[src/rtl/timer_seq_ctrl.sv]
// Timer sequencing controller: IDLE/LOAD/RUN FSM that loads, enables and reloads an external 8-bit timer.
// Optional terminal-event counter output evt_cnt enabled by macro TIMER_SEQ_EVT_CNT_EN.
module timer_seq_ctrl #(
    parameter int PRESC_W = 4
) (
    input  logic               clk,
    input  logic               rst,
    input  logic               start,
    input  logic               stop,
    input  logic [1:0]         mode,
    input  logic [7:0]         init_val,
    input  logic [PRESC_W-1:0] prescale,
    input  logic               irq_clr,
    input  logic               over,
    input  logic               under,
    output logic               tmr_en,
    output logic               tmr_updown,
    output logic               tmr_init_cnt,
    output logic [7:0]         tmr_data_in,
    output logic               busy,
    output logic               irq
`ifdef TIMER_SEQ_EVT_CNT_EN
    ,
    output logic [7:0]         evt_cnt
`endif
);

    typedef enum logic [1:0] {
        IDLE = 2'd0,
        LOAD = 2'd1,
        RUN  = 2'd2
    } state_t;

    state_t             state;
    logic [1:0]         mode_q;
    logic [7:0]         init_q;
    logic [PRESC_W-1:0] presc_cnt;
    logic [PRESC_W-1:0] presc_nxt;
    logic               term;

    // tmr_en is registered, so it is computed from the count the next cycle will hold;
    // the >= guard keeps the counter bounded if prescale shrinks mid-run.
    always_comb begin
        presc_nxt = (presc_cnt >= prescale) ? '0 : presc_cnt + PRESC_W'(1);
        term      = tmr_updown ? over : under;
    end

    assign busy = (state != IDLE);

    always_ff @(posedge clk or posedge rst) begin
        if (rst) begin
            state        <= IDLE;
            mode_q       <= '0;
            init_q       <= '0;
            presc_cnt    <= '0;
            tmr_en       <= 1'b0;
            tmr_updown   <= 1'b1;
            tmr_init_cnt <= 1'b0;
            tmr_data_in  <= '0;
            irq          <= 1'b0;
`ifdef TIMER_SEQ_EVT_CNT_EN
            evt_cnt      <= '0;
`endif
        end else begin
            tmr_en       <= 1'b0;
            tmr_init_cnt <= 1'b0;
            if (irq_clr)
                irq <= 1'b0;

            if (stop) begin
                state <= IDLE;
            end else begin
                case (state)
                    IDLE: begin
                        if (start) begin
                            state        <= LOAD;
                            mode_q       <= mode;
                            init_q       <= init_val;
                            tmr_init_cnt <= 1'b1;
                            tmr_data_in  <= init_val;
                            tmr_updown   <= (mode != 2'b01);
`ifdef TIMER_SEQ_EVT_CNT_EN
                            evt_cnt      <= '0;
`endif
                        end
                    end
                    LOAD: begin
                        state     <= RUN;
                        presc_cnt <= '0;
                        tmr_en    <= (prescale == '0);
                    end
                    RUN: begin
                        if (term) begin
                            irq <= 1'b1;
`ifdef TIMER_SEQ_EVT_CNT_EN
                            if (evt_cnt != 8'hFF)
                                evt_cnt <= evt_cnt + 8'd1;
`endif
                            if (mode_q[1]) begin
                                state        <= LOAD;
                                tmr_init_cnt <= 1'b1;
                                tmr_data_in  <= init_q;
                                if (mode_q[0])
                                    tmr_updown <= ~tmr_updown;
                            end else begin
                                state <= IDLE;
                            end
                        end else begin
                            presc_cnt <= presc_nxt;
                            tmr_en    <= (presc_nxt == prescale);
                        end
                    end
                    default: state <= IDLE;
                endcase
            end
        end
    end

endmodule

[config.mk]
export PLATFORM = sky130hd
export DESIGN_NAME = timer_seq_ctrl
export DESIGN_NICKNAME = d
export VERILOG_FILES = /design/src/rtl/timer_seq_ctrl.sv
export SDC_FILE = /design/constraint.sdc
export NUM_CORES = 1
export LEC_CHECK = 0
export CAP_MARGIN = 25
export CORE_ASPECT_RATIO = 0.8
export CORE_MARGIN = 2
export CORE_UTILIZATION = 25
export DETAILED_ROUTE_END_ITERATION = 12
export PLACE_DENSITY_LB_ADDON = 0.2
export SLEW_MARGIN = 20
export SYNTH_ARGS = -nofsm -noshare
export SYNTH_HDL_FRONTEND = slang
export SYNTH_SLANG_ARGS = --single-unit
[constraint.sdc]
create_clock -name clk -period 1.92 [get_ports clk]
set_input_delay 0.576 -clock clk [delete_from_list [all_inputs] [get_ports clk]]
set_output_delay 0.576 -clock clk [all_outputs]
set_load 0.02 [all_outputs]
==> results.yml <==
pwr:
  p_leak_nw: 1.029
  switchingPower_uw: 849.4
  p_per_area_nw_per_um2: 1060
  switching_share: 0.3365
  ir_drop_mv: 0.5030
  total_power_mw: 2.524
  seq_power_share: 0.363
  clkPwrFrac: 0.181
  intPower_mw: 1.675
  p_comb_frac: 0.455
clock_network:
  clock_path_buffers: 2
  htreeDepth: 1
  cts.sinks: 28
  clk_pin_slew_worst_paths_ns: 0.10
  cts_root_buf: "clkbuf_8"
  cts_made_buffers: 3
  cts_tree: "built"
  clk_latency_ns: 0.27
setup_path:
  critical_path_required_ns: 1.34
  crit_fanout: 2
  crit_buf_inv: 1
  end_kind: "output port"
  critPathTopFamily: "buffers and inverters"
  cp_slowest_cell: "clkdlybuf4s50_1"
  crit_arrival_ns: 1.26
  crit_chain: "clkdlybuf4s50_1"
  worstSetupStartpointType: "flip-flop"
  criticalPathCategory: "reg -> out"
  cp_slowest_stage_delay_ns: 0.62
timing:
  final.setup.tns_ns: 0
  fin_crit_sh: 0.9543
  finClkSkew_ns: 0.008417
  layout_setup_ws_ns: 0.08769
  fin_crit_ns: 1.832
  hold_violations: 0
  max_clock_freq_ghz: 0.5458
  rsz0062_at_grt: "yes"
  final-setup-viol-count: 0
  tightest_slew_ns: 0.3660
  slew_viol_final: 0
  holdWs_ns: 0.5133
  slew_headroom: 0.7490
synth:
  ys.flop_type: "dfrtp_1"
  ys_seq_elements: 28
  synthesis.area_sq_um: 1615
  async_reset_ff_frac: 1.000
  synth_area_leaders: "dfrtp_1 (42%), ha_1 (7.7%), mux2_2 (7.0%)"
  ys_seq_area_frac: 0.4345
  syn_avg_cell_area_sq_um: 10.63
  synth_cells: 152
  syn_nets: 183
  ys_types: 42
  synth-warning-count: 0
  synth_top_area_cell: "dfrtp_1"
  synth_edf_count: 0
  synth_top_area_share: 0.4183
global_routing:
  antenna_found_initial: 0
  grt_usage: 0.1119
  grt-ovfl-total: 0
  grt_pass1_vias: 1358
  grt_max_degree: 29
  grt_pass1_wl_microns: 6154
routing:
  drtPass1Iterations: 4
  vias_per_cell: 4.331
  drtIter0Drc: 26
  vias: 1282
  antenna_left: 0
  wl_per_cell_microns: 12.20
  drc: 0
  routed_wl_microns: 3610
placed_design:
  port_buffers: 33
  gp_congestion: 0.7371
  place_inst: 289
  place_ws_ns: -0.6100
  hpwlAfterDp_microns: 2802
floorplanning:
  start_util: 0.2559
  ioPinCount: 34
  die_x_microns: 93.87
  dieHeight_microns: 75.90
  rows: 26
  die-area_sq_um: 7124
  core_area_sq_um: 6311
cells_and_area:
  diodes: 0
  fin_cells: 296
  drive_gt1_frac: 0.2877
  fin_nets: 244
  syn2layout_area_growth_pct: 47.40
status:
  status: "complete, no violations"
min_path:
  hold_path_class: "reg -> reg"
run:
  maxCapViolCount: 0
==> synth_stat cells, types with 3 or more instances <==
cell,number
nand2b_1,3
mux2i_1,9
dfrtp_1,27
nand2_1,3
inv_1,12
o21ai_0,5
a21oi_1,14
buf_2,3
nor2_1,17
mux2_2,10
ha_1,10
nand3_1,4
==> metrics by stage <==
stage          area [sq um]    util
5_1_grt                2381  0.3773
3_5_place_dp           2240  0.3549
3_3_place_gp           2240  0.3549
6_report               2381  0.3773
4_1_cts                2370  0.3755
2_1_floorplan          1622       -
==> metal layers <==
layer,part of all wire,GRT usage,vias to the layer above,wire length [microns]
met2,0.48,0.2040,19,1732
met5,0,0,-,0
met4,0.0064,0.02415,0,23
met3,0.039,0.02967,2,140
li1,-,-,657,-
met1,0.47,0.1349,604,1714
==> cell families (layout without fill, tap and decap cells) <==
kind of cell / count (synthesis) / count (layout) / synth area share
flops: 28 / 28 / 0.4346
xor+xnor: 3 / 3 / 0.01627
mux: 19 / 19 / 0.1255
simple gates: 39 / 39 / 0.1340
compound gates: 36 / 36 / 0.1658
buf+inv: 17 / 77 / 0.04647
fa+ha+maj: 10 / 10 / 0.07746
==> power groups by stage <==
stage                     clock network, mW  registers (mW)  logic, mW
after floorplan                           0            1.03      0.548
after global placement                    0           0.925       1.12
after detailed placement                  0           0.927       1.13
after CTS                             0.479           0.922       1.16
after global routing                  0.508           0.949       1.26
final                                 0.458           0.916       1.15
==> cell usage in the layout (no fill, tap or decap), types with 2 or more instances in the layout <==
cell type,n
dfrtp_1,27
clkdlybuf4s50_1,27
buf_4,26
nor2_1,17
a21oi_1,14
mux2_2,10
mux2i_1,9
inv_1,9
ha_1,7
nand3_1,4
nand2b_1,3
nand2_1,3
o21ai_0,3
inv_2,3
ha_4,3
clkbuf_8,3
dlygate4sd2_1,3
nor2b_1,2
xor2_1,2
o31ai_1,2
and2_1,2
o221ai_2,2
o21ai_1,2
buf_12,2
==> worst paths after layout <==
kind | slack (ns) | cells after the start | end | start
worst max-delay path | 0.09 | 1 | tmr_data_in[5] | tmr_data_in[5]
worst min-delay path | 0.51 | 1 | init_q[6] | init_q[6]
worst max register to register | 0.13 | 8 | tmr_en | presc_cnt[0]
worst min register to register | 0.51 | 1 | init_q[6] | init_q[6]
max in group asynchronous | 1.06 | 3 | tmr_updown | rst
min in group asynchronous | 0.63 | 3 | init_q[7] | rst
==> final cells by class <==
| cell class | count | area (sq um) |
|---|---|---|
| flip-flops and latches | 28 | 701.9 |
| repair buffers | 61 | 558.0 |
| multi-input cells | 107 | 899.6 |
| inverters | 12 | 45.04 |
| fillers | 649 | 3930 |
| clock inverters | 1 | 30.03 |
| clock buffers | 3 | 41.29 |
| well taps | 84 | 105.1 |
==> flip-flops by register name, indices dropped and copies added (netlist names) <==
register and cells:
init_q 8, irq 1, presc_cnt 4, mode_q 2, tmr_init_cnt 1, tmr_data_in 8, tmr_en 1, tmr_updown 1
state 2
==> repair_timing <==
action | CTS | global route
buffers inserted | 2 | 1
gates resized for setup | 18 | 4
pin swaps | 9 | 6
setup endpoints to repair | 7 | 5
hold buffers | 0 | 0
Power figures use the tool's default switching activity.
